**src/rtl/wb_cmd_master.sv**
```systemverilog
// ---------------------------------------------------------------------------
// wb_cmd_master
//
// Wishbone classic initiator. It accepts single-word or burst commands from an
// upstream command port and runs them as classic Wishbone cycles on the
// peripheral bus. Addresses auto-increment per beat and wrap at 2^ADDR_WIDTH.
// Write data is taken one beat at a time from a valid/ready stream. Read data
// is returned as one-cycle pulses with no backpressure. If a beat is not acked
// within TIMEOUT cycles of its strobe, the cycle is aborted and reported as an
// error.
//
// Ports
//   clk, rst                  system clock, synchronous active-high reset
//   cmd_valid/cmd_ready       command handshake
//   cmd_we, cmd_adr, cmd_len  direction, start address, beats minus one
//   wdat_valid/wdat_ready     write-word handshake
//   wdat                      write word
//   rsp_valid, rsp_dat        read-word pulse and data
//   rsp_last                  marks the final read beat
//   done, done_err            burst-end pulse; done_err=1 means timeout abort
//   busy                      high from command accept until burst end
//   wb_*_o / wb_*_i           Wishbone classic initiator signals
// ---------------------------------------------------------------------------
// state   | meaning
// --------+------------------------------------------------------------------
// ST_IDLE | bus idle, cmd_ready high, waiting for a command
// ST_WDAT | cyc held, stb low, waiting for the next write word
// ST_STRB | stb high, waiting for ack or for the beat timeout
// ST_DONE | one-cycle bus gap after the burst, busy drops
// ---------------------------------------------------------------------------
module wb_cmd_master #(
    parameter int ADDR_WIDTH = 15,
    parameter int DATA_WIDTH = 16,
    parameter int LEN_WIDTH  = 4,
    parameter int TIMEOUT    = 16
) (
    input  logic                  clk,
    input  logic                  rst,

    input  logic                  cmd_valid,
    output logic                  cmd_ready,
    input  logic                  cmd_we,
    input  logic [ADDR_WIDTH-1:0] cmd_adr,
    input  logic [LEN_WIDTH-1:0]  cmd_len,

    input  logic                  wdat_valid,
    output logic                  wdat_ready,
    input  logic [DATA_WIDTH-1:0] wdat,

    output logic                  rsp_valid,
    output logic [DATA_WIDTH-1:0] rsp_dat,
    output logic                  rsp_last,

    output logic                  done,
    output logic                  done_err,
    output logic                  busy,

    output logic [ADDR_WIDTH-1:0] wb_adr_o,
    output logic [DATA_WIDTH-1:0] wb_dat_o,
    output logic                  wb_we_o,
    output logic                  wb_cyc_o,
    output logic                  wb_stb_o,
    input  logic [DATA_WIDTH-1:0] wb_dat_i,
    input  logic                  wb_ack_i
);

    // One extra bit so cmd_len = all-ones yields 2^LEN_WIDTH beats.
    localparam int BW = LEN_WIDTH + 1;
    // TIMEOUT is limited to 255, so an 8-bit counter always suffices.
    localparam int TW = 8;
    // Counter value after TIMEOUT-1 ack-less cycles; a missing ack in the
    // following cycle is the one that aborts.
    localparam logic [TW-1:0] TMO_LAST = TW'(TIMEOUT - 1);

    typedef enum logic [1:0] {
        ST_IDLE = 2'd0,
        ST_WDAT = 2'd1,
        ST_STRB = 2'd2,
        ST_DONE = 2'd3
    } state_e;

    state_e                  state_q,     state_d;
    logic [ADDR_WIDTH-1:0]   adr_q,       adr_d;
    logic [DATA_WIDTH-1:0]   dat_q,       dat_d;
    logic                    we_q,        we_d;
    logic                    cyc_q,       cyc_d;
    logic                    stb_q,       stb_d;
    logic [BW-1:0]           beats_q,     beats_d;
    logic [TW-1:0]           tmo_q,       tmo_d;
    logic                    rsp_valid_q, rsp_valid_d;
    logic [DATA_WIDTH-1:0]   rsp_dat_q,   rsp_dat_d;
    logic                    rsp_last_q,  rsp_last_d;
    logic                    done_q,      done_d;
    logic                    done_err_q,  done_err_d;
    logic                    busy_q,      busy_d;

    logic                    last_beat;

    assign last_beat = (beats_q == BW'(1));

    // Handshake readies are pure state decodes, forced low during reset.
    assign cmd_ready  = !rst && (state_q == ST_IDLE);
    assign wdat_ready = !rst && (state_q == ST_WDAT);

    assign wb_adr_o  = adr_q;
    assign wb_dat_o  = dat_q;
    assign wb_we_o   = we_q;
    assign wb_cyc_o  = cyc_q;
    assign wb_stb_o  = stb_q;
    assign rsp_valid = rsp_valid_q;
    assign rsp_dat   = rsp_dat_q;
    assign rsp_last  = rsp_last_q;
    assign done      = done_q;
    assign done_err  = done_err_q;
    assign busy      = busy_q;

    always_ff @(posedge clk) begin
        if (rst) begin
            state_q     <= ST_IDLE;
            adr_q       <= '0;
            dat_q       <= '0;
            we_q        <= 1'b0;
            cyc_q       <= 1'b0;
            stb_q       <= 1'b0;
            beats_q     <= '0;
            tmo_q       <= '0;
            rsp_valid_q <= 1'b0;
            rsp_dat_q   <= '0;
            rsp_last_q  <= 1'b0;
            done_q      <= 1'b0;
            done_err_q  <= 1'b0;
            busy_q      <= 1'b0;
        end else begin
            state_q     <= state_d;
            adr_q       <= adr_d;
            dat_q       <= dat_d;
            we_q        <= we_d;
            cyc_q       <= cyc_d;
            stb_q       <= stb_d;
            beats_q     <= beats_d;
            tmo_q       <= tmo_d;
            rsp_valid_q <= rsp_valid_d;
            rsp_dat_q   <= rsp_dat_d;
            rsp_last_q  <= rsp_last_d;
            done_q      <= done_d;
            done_err_q  <= done_err_d;
            busy_q      <= busy_d;
        end
    end

    always_comb begin
        state_d     = state_q;
        adr_d       = adr_q;
        dat_d       = dat_q;
        we_d        = we_q;
        cyc_d       = cyc_q;
        stb_d       = stb_q;
        beats_d     = beats_q;
        tmo_d       = tmo_q;
        busy_d      = busy_q;
        rsp_dat_d   = rsp_dat_q;
        // Pulse outputs default low every cycle.
        rsp_valid_d = 1'b0;
        rsp_last_d  = 1'b0;
        done_d      = 1'b0;
        done_err_d  = 1'b0;

        case (state_q)
            ST_IDLE: begin
                if (cmd_valid) begin
                    we_d    = cmd_we;
                    adr_d   = cmd_adr;
                    beats_d = BW'(cmd_len) + BW'(1);
                    cyc_d   = 1'b1;
                    busy_d  = 1'b1;
                    tmo_d   = '0;
                    if (cmd_we) begin
                        state_d = ST_WDAT;
                    end else begin
                        stb_d   = 1'b1;
                        state_d = ST_STRB;
                    end
                end
            end

            ST_WDAT: begin
                // No timeout here: a stalled producer keeps the bus owned.
                if (wdat_valid) begin
                    dat_d   = wdat;
                    stb_d   = 1'b1;
                    tmo_d   = '0;
                    state_d = ST_STRB;
                end
            end

            ST_STRB: begin
                // Ack is checked first, so an ack in the final allowed cycle
                // still completes the beat successfully.
                if (wb_ack_i) begin
                    tmo_d   = '0;
                    beats_d = beats_q - BW'(1);
                    if (!we_q) begin
                        rsp_valid_d = 1'b1;
                        rsp_dat_d   = wb_dat_i;
                        rsp_last_d  = last_beat;
                    end
                    if (last_beat) begin
                        cyc_d   = 1'b0;
                        stb_d   = 1'b0;
                        done_d  = 1'b1;
                        state_d = ST_DONE;
                    end else begin
                        adr_d = adr_q + ADDR_WIDTH'(1);
                        // Reads keep stb high: the slave drops ack on this
                        // edge and then sees the next beat's strobe.
                        if (we_q) begin
                            stb_d   = 1'b0;
                            state_d = ST_WDAT;
                        end
                    end
                end else if (tmo_q == TMO_LAST) begin
                    cyc_d      = 1'b0;
                    stb_d      = 1'b0;
                    done_d     = 1'b1;
                    done_err_d = 1'b1;
                    state_d    = ST_DONE;
                end else begin
                    tmo_d = tmo_q + TW'(1);
                end
            end

            ST_DONE: begin
                busy_d  = 1'b0;
                state_d = ST_IDLE;
            end

            default: begin
                state_d = ST_IDLE;
            end
        endcase
    end

endmodule

```
**config.mk**
```make
export PLATFORM = sky130hd
export DESIGN_NAME = wb_cmd_master
export DESIGN_NICKNAME = d
export VERILOG_FILES = /design/src/rtl/wb_cmd_master.sv
export SDC_FILE = /design/constraint.sdc
export NUM_CORES = 1
export LEC_CHECK = 0
export ABC_AREA = 1
export ABC_CLOCK_PERIOD_IN_PS = 4600
export CORE_UTILIZATION = 23
export CTS_BUF_LIST = sky130_fd_sc_hd__clkbuf_4 sky130_fd_sc_hd__clkbuf_8 sky130_fd_sc_hd__clkbuf_16
export DETAILED_ROUTE_END_ITERATION = 8
export GPL_TIMING_DRIVEN = 0
export PLACE_DENSITY = 0.5
export SYNTH_ARGS = -nofsm -noshare
export SYNTH_HDL_FRONTEND = slang
export SYNTH_SLANG_ARGS = --single-unit
```
**constraint.sdc**
```tcl
create_clock -name clk -period 4.6 [get_ports clk]
set_input_delay 0.46 -clock clk [delete_from_list [all_inputs] [get_ports clk]]
set_output_delay 0.46 -clock clk [all_outputs]
set_load 0.01 [all_outputs]
```
# [After elaboration in Yosys (flattened, before gate mapping)]
# Cells that the tools add are included.
[op_classes] addsub=4 eq_ne=14 n_mux=37 n_bitwise=3 n_reduce_logical=21
[ops] operator="2-to-1 mux 15 bit" count=3
[ops] operator="2-to-1 mux 8 bit" count=4
[ops] operator="one-hot mux 15 bit (2 select lines)" count=1
[ops] operator="one-hot mux 8 bit (3 select lines)" count=1
[ops] operator="AND reduction 4 bit" count=4
[ops] operator="adder 15 x 1 -> 15 bit, second input constant" count=1
[ops] operator="2-to-1 mux 1 bit" count=14
[ops] operator="2-to-1 mux 2 bit" count=7
[ops] operator="2-to-1 mux 5 bit" count=2
[ops] operator="!= test 2 bit, second input constant" count=5
[ops] operator="one-hot mux 5 bit (2 select lines)" count=1
[ops] operator="!= test 3 bit, second input constant" count=3
[ops] operator="adder 8 x 1 -> 8 bit, second input constant" count=1
[ops] operator="== test 8 x 4 -> 1 bit, second input constant" count=1
[ops] operator="one-hot mux 2 bit (4 select lines)" count=1
[ops] operator="AND reduction 2 bit" count=3
[ops] operator="AND reduction 3 bit" count=2
[ops] operator="AND reduction 6 bit" count=1
[ops] operator="OR reduction 3 bit" count=2
[ops] operator="adder 4 x 1 -> 5 bit, second input constant" count=1
[ops] operator="== test 5 x 1 -> 1 bit, second input constant" count=1
[ops] operator="subtractor 5 x 1 -> 5 bit, second input constant" count=1
[ops] operator="== test 2 bit, second input constant" count=2
[ops] operator="!= test 4 bit, second input constant" count=1
[ops] operator="other kinds (11)" count=16
[word_totals] regBits=70 in_bits=57 out_inout_bits=57 word_cells=93

# [Longest topological paths before layout]
[logic_depth] ltp_word=4 ltp_mapped=9 depth_no_buf=9

# [Worst setup path after synthesis]
# Ideal clock, no wire load.
[synth_path] path_type="input port to output port" startpoint="input port rst" endpoint="output port cmd_ready" arrival_ns=1.130 t_required_ns=4.140 path_slack_ns=3.010 path_stages=3 path_buffers=2 path_cell_list="clkbuf_1 > buf_1 > nor2_1"
[synth_between] elab_chain_cells=2
[synth_rtl] element="from (decl)" line="38" rtl="input logic rst,"
[synth_rtl] element="zero test 1 bit" line="102" rtl="assign cmd_ready = !rst && (state_q == ST_IDLE);"
[synth_rtl] element="logical AND 1 bit" line="102"
[synth_rtl] element="to (decl)" line="41" rtl="output logic cmd_ready,"
# No other way between the ends.

# [Final worst setup path]
# Ends and elaborated chain as after synthesis.

==> results_dict.tcl <==
set metrics [dict create \
    ff2ff_path_depth 5 \
    fin_tns_setup_ps 0 \
    syn_area_mm2 0.003401 \
    finalCriticalPeriod_ps 3009 \
    p_leak_nw 1.941 \
    finalHoldViolCount 0 \
    grt_pass1_vias 3352 \
    fin_nets 686 \
    ant_nets 0 \
    peakVddDrop_v 0.0001945 \
    slew_viol_final 0 \
    grt_pass1_wl_um 16750 \
    num_io_pins 114 \
    avgSynthCellArea_um2 6.802 \
    synth.area.mux_share_pct 0 \
    start_util_pct 23.49 \
    path_max_fanout 10 \
    rows 44 \
    dieArea_mm2 0.01528 \
    htreeDepth 3 \
    syn_to_final_growth_pct 48.31 \
    power_mw 2.733 \
    hold_path_class "register to register" \
    postLayoutCellArea_mm2 0.005044 \
    synth_top_family_by_area "simple AND/OR/NAND/NOR gates" \
    cap_violations 0 \
    powerDensity_mw_per_mm2 541.9 \
    synth_top_area_cell "dfxtp_1" \
    drc_errors 0 \
    dp_hpwl_um 7935 \
    r2r_slack_ps 2780 \
    insertion_delay_ps 330 \
    r2r-start "state_q[1]$_SDFFE_PP0P_" \
    cts_sinks 70 \
    synthDominantCellAreaShare_pct 41.21 \
    cp-endpoint "cmd_ready" \
    finalSetupViolCount 0 \
    critPathArrivalTime_ps 2550 \
    ys.flop_type "dfxtp_1" \
    yosys.area_share.simple_pct 30.46 \
    worstSetupPathType "input pin to output pin" \
    gp_congestion 0.8309 \
    track_usage_pct 14.47 \
    critPathLaunchType "input pin" \
    drtIter0Drc 268 \
    final_layout_size_suffix_gt1_share_pct 6.359 \
    vias_per_cell 4.476 \
    r2r-end "rsp_last$_SDFF_PP0_" \
    synthAdderAreaFrac_pct 1.840 \
    port_buffers 113 \
    yosys_warnings 0 \
    die_y_um 123.6 \
    post-route-period-util_pct 65.41 \
    first_pass_iters 4 \
    cts_tree "done" \
    ys_seq_area_share_pct 41.21 \
    synth_xor_area_share_pct 0.7726 \
    fin_worst_skew_ps 5.716 \
    utilization_pct 34.83 \
    worst_pin_slew_ps 619.8 \
    overflow 0 \
    layout.cells.non_filler 813 \
    vias 3639 \
    final_common_cell "clkdlybuf4s50_1" \
    antenna_found_initial 0 \
    synthArstFlopShare_pct 0 \
    synth_seq_cells 70 \
    grt_start_max_net_pins 11 \
    synth_fp_nets 562 \
    place_inst 797 \
    holdBufCountCts 0 \
    post_dp_cell_area_mm2 0.004762 \
    ys_top_cells_by_area "dfxtp_1 (41%), nor2_1 (10%), nand2_1 (9.5%)" \
    rsz0062_at_grt "false" \
    routed_wl_um 10640 \
    mostFrequentLayoutCells "clkdlybuf4s50_1 (113), nor2_1 (93), nand2_1 (86)" \
    synth_enable_flop_cells 0 \
    placeableCoreArea_mm2 0.01448 \
    postCtsSetupRepairBufs 0 \
    cts_resized 0 \
    worstSetupStartpoint "rst" \
    required_ps 4140 \
    die_w_um 123.6 \
    fmax_ghz 0.3324 \
    cts_buffer_depth 2 \
    path_clk_slew_ps 50 \
    syn-instance-count 500 \
    n_antenna_cell 0 \
    root_buffer "clkbuf_16" \
    wl_per_cell_um 13.08 \
    endpoint_kind "output pin" \
    slew_headroom_pct 58.68 \
    ys_types 32 \
    synth_compound_area_share_pct 17.00 \
    numCtsBuffers 9 \
    outcome "complete, no violations" \
]
==> worst max-delay path, cell delays in order <==
cell,delay (ps)
clkdlybuf4s50_1,470
clkbuf_1,430
buf_1,520
nor2_1,150
clkdlybuf4s50_1,510
==> layer usage <==
metal / GRT usage (%) / wire [µm] / part of all wire [%]
met1: 17.49 / 4779 / 45
met2: 23.89 / 5048 / 47
met3: 4.121 / 598 / 5.6
met4: 6.175 / 210 / 2.0
met5: 0 / 0 / 0
==> where the power goes <==
part	switching, mW	leakage, nW	internal [mW]
sequential	0.146	0.572	0.767
clock	0.246	0.145	0.409
combinational	0.647	1.22	0.517
total	1.04	1.94	1.69
==> metrics by stage <==
step           hold slack (ps)  setup WS (ps)
6_report                 443.6           1591
5_1_grt                  462.5           1413
4_1_cts                  446.5           1515
3_5_place_dp             439.9           1520
3_3_place_gp             431.8           1510
2_1_floorplan            452.6           3010
==> flip-flops by register name (all words and copies together), names as in the netlist <==
name / flops
rsp_dat: 16
wb_adr_o: 15
done_err: 1
wb_cyc_o: 1
wb_we_o: 1
busy: 1
rsp_last: 1
beats_q: 5
wb_dat_o: 16
state_q: 2
rsp_valid: 1
tmo_q: 8
done: 1
wb_stb_o: 1
==> worst min path at each step <==
stage,to,cells past startpoint,from,slack [ps]
finish,wb_dat_o[12]$_SDFFE_PP0P_,2,wb_dat_o[12]$_SDFFE_PP0P_,440
global placement,wb_dat_o[12]$_SDFFE_PP0P_,2,wb_dat_o[12]$_SDFFE_PP0P_,430
CTS,wb_dat_o[12]$_SDFFE_PP0P_,2,wb_dat_o[12]$_SDFFE_PP0P_,450
floorplan,beats_q[2]$_SDFFE_PP0P_,2,beats_q[2]$_SDFFE_PP0P_,450
detailed placement,wb_dat_o[11]$_SDFFE_PP0P_,2,wb_dat_o[11]$_SDFFE_PP0P_,440
global route,wb_dat_o[8]$_SDFFE_PP0P_,2,wb_dat_o[8]$_SDFFE_PP0P_,460
==> synthesized netlist by cell type, types with 2 or more instances <==
cell type / number
o21bai_1: 3
dfxtp_1: 70
inv_1: 49
a211oi_1: 2
nand3_1: 32
nor3_1: 2
xnor2_1: 2
nor2_2: 3
nor2_4: 2
buf_6: 2
buf_2: 5
nand2_1: 86
buf_1: 2
inv_2: 3
a21oi_1: 46
ha_1: 5
o21ai_0: 56
nor2_1: 93
nand4_1: 13
nand3b_1: 2
clkbuf_1: 9
or2_2: 3
==> layout make-up <==
cell class	count	area, µm²
buffer	19	96.34
fill	1533	9435
sequential	70	1401
multi-input combinational	358	1703
clock buffer	15	276.5
tap	184	230.2
clock inverter	1	5.005
timing repair buffer	113	1131
inverter	53	200.2
==> cell families after synthesis <==
logic type,after synthesis
and+or+nand+nor,240
DFF,70
xor gates and xnor gates,3
AOI/OAI and AO/OA,110
adders and majority gates,5
buffers and inverters,72
Power figures use the tool's default switching activity.
